==> src/rtl/pwm_capture_16bits_pkg.sv <==
// Shared types and widths for the PWM capture block.
package pwm_capture_16bits_pkg;

  localparam int unsigned CAPCOUNT_WIDTH = 16;

  // Wide enough for FILT_LEN up to 15.
  localparam int unsigned FILT_CNT_W = 4;

  typedef enum logic [1:0] {
    IDLE      = 2'd0,
    WAIT_RISE = 2'd1,
    MEAS_HIGH = 2'd2,
    MEAS_LOW  = 2'd3
  } _cap_state;

endpackage

==> src/rtl/pwm_input_filter.sv <==
// Input conditioning for the capture block: synchronizer, polarity select,
// run-length glitch filter and single-cycle edge pulses.
module pwm_input_filter
  import pwm_capture_16bits_pkg::*;
#(
  parameter int unsigned SYNC_STAGES = 2,
  parameter int unsigned FILT_LEN    = 3
) (
  input  logic clk,
  input  logic reset,
  input  logic polarity,
  input  logic pwm_in,
  output logic rise_p,
  output logic fall_p
);

  localparam logic [FILT_CNT_W-1:0] RUN_LAST = FILT_CNT_W'(FILT_LEN - 1);

  logic [SYNC_STAGES-1:0] sync_q;
  logic                   sample;
  logic                   filt_q;
  logic                   filt_d;
  logic [FILT_CNT_W-1:0]  run_cnt;

  assign sample = sync_q[SYNC_STAGES-1] ^ polarity;

  always_ff @(posedge clk) begin
    if (reset) begin
      sync_q  <= '0;
      filt_q  <= 1'b0;
      filt_d  <= 1'b0;
      run_cnt <= '0;
    end else begin
      sync_q <= {sync_q[SYNC_STAGES-2:0], pwm_in};
      filt_d <= filt_q;
      // run_cnt counts consecutive samples disagreeing with the accepted level
      if (sample == filt_q) begin
        run_cnt <= '0;
      end else if (run_cnt == RUN_LAST) begin
        filt_q  <= sample;
        run_cnt <= '0;
      end else begin
        run_cnt <= run_cnt + FILT_CNT_W'(1);
      end
    end
  end

  assign rise_p = filt_q & ~filt_d;
  assign fall_p = ~filt_q & filt_d;

endmodule

==> src/rtl/pwm_capture_16bits.sv <==
// PWM capture: measures high time and rise-to-rise period of an external
// PWM input in clk cycles, with saturation timeout.
module pwm_capture_16bits
  import pwm_capture_16bits_pkg::*;
#(
  parameter int unsigned CNT_WIDTH   = CAPCOUNT_WIDTH,
  parameter int unsigned SYNC_STAGES = 2,
  parameter int unsigned FILT_LEN    = 3
) (
  input  logic                 clk,
  input  logic                 reset,
  input  logic                 capture_en,
  input  logic                 polarity,
  input  logic                 clear,
  input  logic                 pwm_in,
  output logic [CNT_WIDTH-1:0] high_time,
  output logic [CNT_WIDTH-1:0] period,
  output logic                 meas_valid,
  output logic                 timeout,
  output logic                 busy
);

  localparam logic [CNT_WIDTH-1:0] CNT_MAX = '1;

  _cap_state            state, state_nxt;
  logic                 rise_p, fall_p;
  logic [CNT_WIDTH-1:0] cnt;
  logic [CNT_WIDTH-1:0] hi_lat;
  logic                 cnt_sat;
  logic                 set_valid;
  logic                 set_timeout;

  pwm_input_filter #(
    .SYNC_STAGES (SYNC_STAGES),
    .FILT_LEN    (FILT_LEN)
  ) u_filter (
    .clk      (clk),
    .reset    (reset),
    .polarity (polarity),
    .pwm_in   (pwm_in),
    .rise_p   (rise_p),
    .fall_p   (fall_p)
  );

  assign cnt_sat = (cnt == CNT_MAX);
  assign busy    = (state == MEAS_HIGH) || (state == MEAS_LOW);

  always_ff @(posedge clk) begin
    if (reset) state <= IDLE;
    else       state <= state_nxt;
  end

  always_comb begin
    state_nxt   = state;
    set_valid   = 1'b0;
    set_timeout = 1'b0;
    if (!capture_en) begin
      state_nxt = IDLE;
    end else begin
      unique case (state)
        IDLE:      state_nxt = WAIT_RISE;
        WAIT_RISE: if (rise_p) state_nxt = MEAS_HIGH;
        MEAS_HIGH: begin
          if (fall_p) begin
            state_nxt = MEAS_LOW;
          end else if (cnt_sat) begin
            state_nxt   = WAIT_RISE;
            set_timeout = 1'b1;
          end
        end
        MEAS_LOW: begin
          if (rise_p) begin
            state_nxt = MEAS_HIGH;
            set_valid = 1'b1;
          end else if (cnt_sat) begin
            state_nxt   = WAIT_RISE;
            set_timeout = 1'b1;
          end
        end
        default:   state_nxt = IDLE;
      endcase
    end
  end

  always_ff @(posedge clk) begin
    if (reset) begin
      cnt        <= '0;
      hi_lat     <= '0;
      high_time  <= '0;
      period     <= '0;
      meas_valid <= 1'b0;
      timeout    <= 1'b0;
    end else begin
      if (rise_p) begin
        cnt <= CNT_WIDTH'(1);
      end else if (busy && !cnt_sat) begin
        cnt <= cnt + CNT_WIDTH'(1);
      end

      if (state == MEAS_HIGH && fall_p && capture_en) hi_lat <= cnt;

      meas_valid <= set_valid;
      if (set_valid) begin
        period    <= cnt;
        high_time <= hi_lat;
      end

      // A timeout raised in the same cycle as clear must stay set.
      if (set_timeout)  timeout <= 1'b1;
      else if (clear)   timeout <= 1'b0;
    end
  end

endmodule

==> config.mk <==
export PLATFORM = sky130hd
export DESIGN_NAME = pwm_capture_16bits
export DESIGN_NICKNAME = d
export VERILOG_FILES = /design/src/rtl/pwm_capture_16bits_pkg.sv /design/src/rtl/pwm_input_filter.sv /design/src/rtl/pwm_capture_16bits.sv
export SDC_FILE = /design/constraint.sdc
export NUM_CORES = 1
export LEC_CHECK = 0
export ABC_AREA = 1
export ABC_CLOCK_PERIOD_IN_PS = 4600
export BUFFER_PORTS_ARGS = -buffer_cell sky130_fd_sc_hd__buf_4
export CAP_MARGIN = 20
export CORE_MARGIN = 1.5
export CORE_UTILIZATION = 50
export DETAILED_ROUTE_END_ITERATION = 7
export PLACE_DENSITY = 0.72
export SYNTH_ARGS = -nofsm -noshare
export SYNTH_HDL_FRONTEND = slang
export SYNTH_HIERARCHICAL = 1
export SYNTH_SLANG_ARGS = --single-unit
==> constraint.sdc <==
create_clock -name clk -period 4.6 [get_ports clk]
set_input_delay 0.92 -clock clk [delete_from_list [all_inputs] [get_ports clk]]
set_output_delay 0.92 -clock clk [all_outputs]
set_load 0.05 [all_outputs]
==> flow_summary_export.csv, run 1 <==
group,metric,value,unit
critical_path,cp_max_fo,26,
worst_hold_path,min_path_type,"reg -> reg",
drt,viasPerCell,5.02,
worst_hold_path,min_to,"u_filter/sync_q[1]$_SDFF_PP0_",
clock_tree,ctsResizeCount,0,
global_route,grt_pass1_vias,2412,
floorplan,die_h,81.6,um
critical_path,path_class,"in -> reg",
place,portBuffers,40,
synth,yosysSeqAreaShare,49.2,%
critical_path,reg2reg_depth,7,
floorplan,core-area,5960,sq um
clock_tree,clk_latency,0.36,ns
run_status,status,"finished clean",
critical_path,r2r_end,"hi_lat[3]$_SDFFE_PP0P_",
synth,yosysMostFrequentCell,"nor2_1",
critical_path,worstSetupEndpointType,"flop",
synth,synth-edff-count,0,
critical_path,r2r-start,"u_filter/filt_d$_SDFF_PP0_",
synth,yosysTopAreaCell,"dfxtp_1",
global_route,grt_pass1_wl,11.3,mm
timing,fmax,479,MHz
pwr,sw_frac_of_total,23.0,%
synth,synth_flop_cell,"dfxtp_1",
global_route,grt_use_total,22.4,%
clock_tree,clock-sinks,76,
timing,finalMaxSlewViolations,0,
floorplan,initial_utilization,51.9,%
clock_tree,clockBufferDepth,2,
clock_tree,post_cts_buffers,0,
global_route,antenna_found_initial,0,
timing,finalSetupTns,0,ns
clock_tree,clk_pin_slew,0.09,ns
worst_hold_path,holdPathStages,2,
global_route,grt_max_degree,50,
drt,wl,6.98,mm
pwr,p_clk_share,45.1,%
pwr,internal_power,983,uW
clock_tree,cts-root-buf,"clkbuf_8",
drt,wl_per_cell,13.1,um
synth,ys_ff_latch,76,
layout,layout-drive-gt1-share,15.7,%
critical_path,regToRegSetupSlack,2.55,ns
synth,syn_inst,421,
pwr,power_frac_seq,52.1,%
floorplan,ios,41,
timing,period_needed,2.09,ns
pwr,power_density,350,nW/um^2
drt,first_iter_violations,205,
timing,fin_crit_sh,45.4,%
clock_tree,holdBufCountCts,0,
timing,skew,0.00738,ns
place,dp_hpwl,4.65,mm
synth,async_flop_share,0,%
timing,worstMarginPinSlew,0.841,ns
clock_tree,cts_tree,"done",
timing,setup_viol,0,
pwr,switching_power,293,uW
floorplan,die_area,6660,sq um
synth,netlist_area,3090,sq um
drt,ant_nets,0,
synth,synth_top_area_share,49.2,%
floorplan,fp.dieW,81.6,um
global_route,overflow,0,
floorplan,rows,28,
critical_path,startpoint_type,"primary input",
drt,vias,2685,
timing,whs,0.409,ns
worst_hold_path,hp-start,"u_filter/sync_q[0]$_SDFF_PP0_",
layout,syn2layout_area_growth,18.0,%
timing,rsz0062_at_grt,"no",
pwr,peakVddDrop,203,uV
clock_tree,cts-htree-levels,3,
synth,synth.area.top_cells,"dfxtp_1 (49%), nor2_1 (12%), nand2_1 (8.0%)",
critical_path,required,4.86,ns
pwr,comb_power_share,2.8,%
synth,ys_top_cells_by_count,"nor2_1 (98), dfxtp_1 (76), nand2_1 (66)",
critical_path,worstPathArrival,2.34,ns
layout,nets,464,
synth,synth_cell_types,26,
synth,yosysWarnings,6,
clock_tree,cts_buffers,9,
synth,syn-num-nets,430,
layout,fin_util,61.3,%
timing,hold_viol,0,
job,max_cap_viol_count,0,
place,gp_congestion,0.866,
timing,slew-limit-headroom,43.7,%
drt,dr.pass1.iters,4,
pwr,leakage,0.00165,uW
synth,syn_area_per_cell,7.34,sq um
layout,diodes,0,
drt,drc,0,
[state kept, by name, indices dropped and copies added, names as in the netlist]
| register | cells |
|---|---|
| meas_valid | 1 |
| u_filter/run_cnt | 4 |
| high_time | 16 |
| timeout | 1 |
| u_filter/filt_d | 1 |
| u_filter/filt_q | 1 |
| hi_lat | 16 |
| cnt | 16 |
| state | 2 |
| period | 16 |
| u_filter/sync_q | 2 |
[metal layers]
layer | GRT usage (%) | vias to the layer above | part of all wire (%)
li1 | - | 1413 | -
met4 | 10.2 | 0 | 1.2
met3 | 4.11 | 8 | 5.6
met5 | 0 | - | 0
met2 | 35.3 | 60 | 46
met1 | 29.9 | 1204 | 47
[power groups by stage]
stage,logic [uW],clock network (uW),registers [uW]
2_1_floorplan,22.0,0,680
3_3_place_gp,31.3,0,681
3_5_place_dp,32.2,0,681
4_1_cts,32.2,581,666
5_1_grt,39.4,606,666
6_report,35.1,576,666
[worst max-delay path, stage by stage]
cell	delay [ns]
buf_4	0.09
nand2_1	0.10
nor3_4	0.67
inv_1	0.28
nor2_1	0.21
nor2_1	0.07
[placed cells by master, fill, tap and decap left out, types with 2 or more instances in the layout]
cell,n
nor2_1,98
dfxtp_1,76
nand2_1,66
o21ai_0,49
buf_4,41
a21oi_1,33
inv_1,29
nand3_1,12
clkbuf_8,9
xor2_1,6
nor2_2,5
nand4_1,5
nand2_2,4
o21ai_1,4
nor3_1,3
ha_1,3
clkinv_4,3
inv_2,2
bufinv_16,2
[kinds of logic after synthesis]
logic type	synth area share, %
buffers and inverters	6.96
XOR/XNOR	1.98
AND/OR/NAND/NOR	26.5
adder cells (fa/ha/maj)	1.21
flip-flops	49.2
AO/OA/AOI/OAI	14.2
[layout make-up]
type	instances	area, sq um
clock inverters	7	100
repair buffers	42	335
inverters	32	120
fillers	540	2310
clock buffers	9	124
multi-input cells	294	1360
flip-flops and latches	76	1520
well taps	75	93.8
[worst max path at each step]
stage / start / end / slack, ns
after global placement: reset / state[1]$_SDFFE_PP0P_ / 2.15
final: capture_en / hi_lat[3]$_SDFFE_PP0P_ / 2.51
after global routing: u_filter/filt_q$_SDFFE_PP0P_ / period[4]$_SDFFE_PP0P_ / 2.30
after floorplan: state[1]$_SDFFE_PP0P_ / busy / 2.81
after detailed placement: reset / state[1]$_SDFFE_PP0P_ / 2.11
after CTS: reset / state[1]$_SDFFE_PP0P_ / 2.49
[through the flow]
step | power (uW) | cell area (sq um) | instances | setup slack (ns)
after floorplan | 702 | 3090 | 421 | 2.81
after global placement | 712 | 3400 | 518 | 2.15
after detailed placement | 713 | 3400 | 518 | 2.11
after CTS | 1280 | 3620 | 534 | 2.49
after global routing | 1310 | 3650 | 535 | 2.30
final | 1280 | 3650 | 535 | 2.51
Note: power is estimated with default switching activity, not from simulation.
==> inputs of run 2 (changes only) <==
--- a/config.mk
+++ b/config.mk
@@ -6,7 +6,7 @@
 export NUM_CORES = 1
 export LEC_CHECK = 0
 export ABC_AREA = 1
-export ABC_CLOCK_PERIOD_IN_PS = 4600
+export ABC_CLOCK_PERIOD_IN_PS = 1970
 export BUFFER_PORTS_ARGS = -buffer_cell sky130_fd_sc_hd__buf_4
 export CAP_MARGIN = 20
 export CORE_MARGIN = 1.5
==> constraint.sdc (replaced) <==
create_clock -name clk -period 1.97 [get_ports clk]
set_input_delay 0.394 -clock clk [delete_from_list [all_inputs] [get_ports clk]]
set_output_delay 0.394 -clock clk [all_outputs]
set_load 0.05 [all_outputs]
==> flow_summary_export.csv, run 2 (same netlist as run 1, synthesis figures left out) <==
group,metric,value,unit
timing,slew-limit-headroom,47.1,%
worst_hold_path,min_path_type,"in -> reg",
critical_path,required,2.24,ns
run_status,status,"finished clean",
pwr,power,2800,uW
critical_path,cp_max_fo,14,
layout,final_cell_mix,"nor2_1 (98), dfxtp_1 (76), nand2_1 (66), o21ai_0 (49), buf_4 (49)",
clock_tree,clock-sinks,76,
timing,skew,0.00687,ns
layout,final_common_cell,"nor2_1",
clock_tree,cts_tree,"done",
timing,finalMaxSlewViolations,0,
timing,setup_viol,0,
drt,vias,2787,
place,portBuffers,40,
layout,layout-drive-gt1-share,17.0,%
critical_path,worstPathArrival,2.03,ns
job,max_cap_viol_count,0,
floorplan,ios,41,
global_route,antenna_found_initial,0,
place,place_area,3460,sq um
global_route,overflow,0,
clock_tree,clk_latency,0.35,ns
clock_tree,clk_pin_slew,0.08,ns
place,dp_hpwl,4.92,mm
clock_tree,cts-htree-levels,3,
pwr,leakage,0.00166,uW
clock_tree,post_cts_buffers,0,
timing,hold_viol,0,
timing,fmax,569,MHz
pwr,peakVddDrop,534,uV
global_route,grt_pass1_wl,11.5,mm
global_route,grt_max_degree,46,
floorplan,die_area,6660,sq um
critical_path,startpoint_type,"flop",
floorplan,rows,28,
pwr,power_density,767,nW/um^2
timing,fin_crit_sh,89.2,%
layout,nets,471,
layout,fin_area,3660,sq um
global_route,grt_pass1_vias,2507,
drt,wl_per_cell,13.2,um
worst_hold_path,hp-start,"pwm_in",
timing,period_needed,1.76,ns
drt,wl,7.12,mm
global_route,grt_use_total,22.9,%
clock_tree,cts_buffers,9,
timing,rsz0062_at_grt,"no",
drt,ant_nets,0,
floorplan,core-area,5960,sq um
critical_path,worstSetupEndpointType,"flop",
timing,worstMarginPinSlew,0.793,ns
critical_path,cp-startpoint,"cnt[1]$_SDFFE_PP0P_",
timing,finalSetupTns,0,ns
floorplan,fp.dieW,81.6,um
critical_path,r2r-start,"cnt[1]$_SDFFE_PP0P_",
drt,viasPerCell,5.15,
critical_path,path_class,"reg -> reg",
timing,whs,0.255,ns
floorplan,initial_utilization,51.9,%
drt,drc,0,
drt,first_iter_violations,171,
clock_tree,cts-root-buf,"clkbuf_8",
drt,dr.pass1.iters,4,
floorplan,die_h,81.6,um
layout,diodes,0,
layout,syn2layout_area_growth,18.3,%
place,gp_congestion,0.950,
clock_tree,clockBufferDepth,2,
run 2: changes by cell type in the layout (fill, tap and decap cells not counted), sizes merged:
cell | before | now
buf | 42 | 49
bufinv | 2 | 1
clkinv | 5 | 4
clkinvlp | 0 | 1
run 2: final timing paths:
path / slack, ns / endpoint / cells past startpoint
worst min-delay path: 0.26 / u_filter/sync_q[0]$_SDFF_PP0_ / 3
worst max-delay path: 0.21 / cnt[3]$_SDFFE_PP0P_ / 9
worst max register to register: 0.21 / cnt[3]$_SDFFE_PP0P_ / 9
worst min register to register: 0.41 / u_filter/sync_q[1]$_SDFF_PP0_ / 2
run 2: critical path, stage by stage, from the launching register on:
cell     delay [ns]
dfxtp_1        0.42
ha_2           0.26
inv_1          0.06
nor2_2         0.20
nand2_2        0.11
nor2_4         0.19
nor2_4         0.11
inv_4          0.13
nand2_1        0.07
a21oi_1        0.13
run 2: cell type report:
| type | instances | area, sq um |
|---|---|---|
| Fill cell | 556 | 2300 |
| Sequential cell | 76 | 1520 |
| Multi-Input combinational cell | 294 | 1360 |
| Timing Repair Buffer | 49 | 368 |
| Clock buffer | 9 | 124 |
| Inverter | 32 | 123 |
| Tap cell | 75 | 93.8 |
| Clock inverter | 6 | 65.1 |
run 2: routing by layer:
| metal | GRT usage [%] | share of wire (%) |
|---|---|---|
| met1 | 29.1 | 47 |
| met2 | 37.4 | 47 |
| met3 | 4.44 | 3.7 |
| met4 | 10.7 | 2.0 |
| met5 | 0 | 0 |
run 2: through the flow:
step                instances  utilization (%)  setup slack, ns
finish                    541             61.4            0.212
global route              541             61.4           0.0464
CTS                       541             61.2           0.0771
detailed placement        526             58.1           0.0888
global placement          526             58.1            0.127
floorplan                 421                -            0.454
run 2: timing repair:
action | CTS | global route
hold endpoints to repair | 0 | 0
hold buffers | 0 | 0
endpoints found under the setup margin | 0 | 12
resized for setup | 0 | 3
run 2: where the power goes:
group          internal [uW]  total, uW  switching [uW]
combinational           27.5       79.6            52.1
sequential              1540       1550            9.48
clock                    580       1170             590
==> inputs of run 3 (changes only) <==
--- a/config.mk
+++ b/config.mk
@@ -13,6 +13,7 @@
 export CORE_UTILIZATION = 50
 export DETAILED_ROUTE_END_ITERATION = 7
 export PLACE_DENSITY = 0.72
+export SETUP_SLACK_MARGIN = 0.3
 export SYNTH_ARGS = -nofsm -noshare
 export SYNTH_HDL_FRONTEND = slang
 export SYNTH_HIERARCHICAL = 1
==> flow_summary_export.csv, run 3 (same netlist as run 1, synthesis figures left out) <==
group,metric,value,unit
run_status,status,"finished clean",
clock_tree,cts-root-buf,"clkbuf_8",
floorplan,die_h,81.6,um
timing,period_needed,1.62,ns
timing,setup_slack,0.350,ns
place,gp_congestion,0.950,
floorplan,rows,28,
layout,final_cell_count_no_fill,546,
floorplan,die_area,6660,sq um
clock_tree,cts_tree,"done",
layout,diodes,0,
pwr,sw_frac_of_total,23.6,%
global_route,grt_pass1_wl,11.5,mm
clock_tree,cts_buffers,9,
timing,skew,0.00799,ns
clock_tree,clock-sinks,76,
drt,viasPerCell,5.19,
layout,syn2layout_area_growth,21.3,%
drt,wl_per_cell,13.9,um
global_route,antenna_found_initial,0,
layout,final_cell_mix,"nor2_1 (97), dfxtp_1 (73), nand2_1 (66), buf_4 (50), o21ai_0 (49)",
critical_path,worstSetupEndpointType,"flop",
timing,worstMarginPinSlew,0.373,ns
clock_tree,cts-htree-levels,3,
pwr,leakage,0.00168,uW
drt,ant_nets,0,
layout,fin_util,63.0,%
timing,fin_crit_sh,82.2,%
layout,nets,476,
clock_tree,holdBufCountCts,0,
layout,layout-drive-gt1-share,18.9,%
timing,rsz0062_at_grt,"yes",
critical_path,reg2reg_depth,10,
drt,drc,0,
place,dpl_worst_slack,0.0888,ns
timing,finalMaxSlewViolations,0,
global_route,grt_max_degree,46,
clock_tree,clockBufferDepth,2,
place,dp_hpwl,4.92,mm
timing,setup_viol,0,
timing,fmax,617,MHz
critical_path,cp_max_fo,14,
worst_hold_path,min_path_type,"in -> reg",
timing,slew-limit-headroom,75.1,%
pwr,comb_power_share,2.9,%
timing,whs,0.252,ns
timing,hold_viol,0,
timing,finalSetupTns,0,ns
pwr,power_density,752,nW/um^2
drt,first_iter_violations,175,
layout,final_common_cell,"nor2_1",
floorplan,core-area,5960,sq um
critical_path,worstPathArrival,1.91,ns
critical_path,required,2.26,ns
worst_hold_path,holdPathStages,3,
floorplan,initial_utilization,51.9,%
pwr,power_frac_seq,55.2,%
place,place_inst,526,
global_route,grt_use_total,23.0,%
drt,vias,2834,
clock_tree,clk_latency,0.35,ns
pwr,peakVddDrop,536,uV
drt,dr.pass1.iters,4,
global_route,overflow,0,
layout,fill_cells,553,
floorplan,fp.dieW,81.6,um
global_route,grt_pass1_vias,2534,
pwr,p_clk_share,41.9,%
critical_path,startpoint_type,"flop",
pwr,switching_power,665,uW
place,portBuffers,40,
critical_path,path_class,"reg -> reg",
job,max_cap_viol_count,0,
clock_tree,clk_pin_slew,0.08,ns
drt,wl,7.57,mm
pwr,internal_power,2150,uW
floorplan,ios,41,
run 3: changes by cell type in the layout (fill, tap and decap cells not counted):
| cell | previous run | this run |
|---|---|---|
| buf_12 | 0 | 2 |
| buf_4 | 49 | 50 |
| clkinvlp_4 | 1 | 4 |
| dfxtp_1 | 76 | 73 |
| dfxtp_2 | 0 | 3 |
| ha_2 | 1 | 0 |
| ha_4 | 0 | 1 |
| inv_1 | 29 | 28 |
| nor2_1 | 98 | 97 |
| nor2_2 | 4 | 3 |
| nor2_4 | 2 | 4 |
run 3: power by group through the flow:
| stage | clock network [uW] | logic (uW) | registers, uW |
|---|---|---|---|
| after floorplan | 0 | 51.4 | 1590 |
| after global routing | 1250 | 91.4 | 1560 |
| after global placement | 0 | 77.4 | 1590 |
| after detailed placement | 0 | 78.8 | 1590 |
| after CTS | 1180 | 79.4 | 1550 |
| final | 1180 | 81.8 | 1560 |
run 3: cell type report:
type | count | area, sq um | share of cell area (%)
clock buffers | 9 | 124 | 3.30
clock inverters | 6 | 65.1 | 1.74
inverters | 32 | 126 | 3.37
multi-input cells | 294 | 1390 | 36.9
flip-flops and latches | 76 | 1530 | 40.7
well taps | 75 | 93.8 | 2.50
repair buffers | 52 | 415 | 11.1
repair inverters | 2 | 15.0 | 0.400
run 3: repair_timing:
| action | 4_1_cts | 5_1_grt |
|---|---|---|
| buffers inserted | 0 | 3 |
| gates cloned | 0 | 2 |
| pin swaps | 0 | 2 |
| endpoints found under the hold margin | 0 | 0 |
| endpoints found under the setup margin | 13 | 48 |
| resized for setup | 5 | 11 |
run 3: final timing paths:
path | from | end | slack [ns]
setup / recovery | cnt[1]$_SDFFE_PP0P_ | cnt[7]$_SDFFE_PP0P_ | 0.35
setup reg to reg | cnt[1]$_SDFFE_PP0P_ | cnt[7]$_SDFFE_PP0P_ | 0.35
hold reg to reg | u_filter/sync_q[0]$_SDFF_PP0_ | u_filter/sync_q[1]$_SDFF_PP0_ | 0.41
hold / removal | pwm_in | u_filter/sync_q[0]$_SDFF_PP0_ | 0.25
run 3: routing by layer:
metal  vias up  track usage [%]  wire, um  part of all wire [%]
li1       1431                -         -                     -
met1      1307             29.0      3420                    45
met2        78             37.7      3640                    48
met3        18             4.44       357                   4.7
met4         0             11.4       148                   2.0
met5         -                0         0                     0
run 3: critical path, stage by stage (launching register included):
cell	delay, ns
dfxtp_2	0.36
ha_4	0.18
inv_1	0.09
nor2_4	0.06
nand2_2	0.09
nor2_4	0.05
nor2_4	0.30
nand2_1	0.16
nand2_1	0.11
nand2_1	0.05
nor2_1	0.10
run 3: stage by stage:
| stage | power, uW | area, sq um |
|---|---|---|
| 2_1_floorplan | 1640 | 3090 |
| 3_3_place_gp | 1670 | 3460 |
| 3_5_place_dp | 1670 | 3460 |
| 4_1_cts | 2820 | 3660 |
| 5_1_grt | 2900 | 3750 |
| 6_report | 2820 | 3750 |
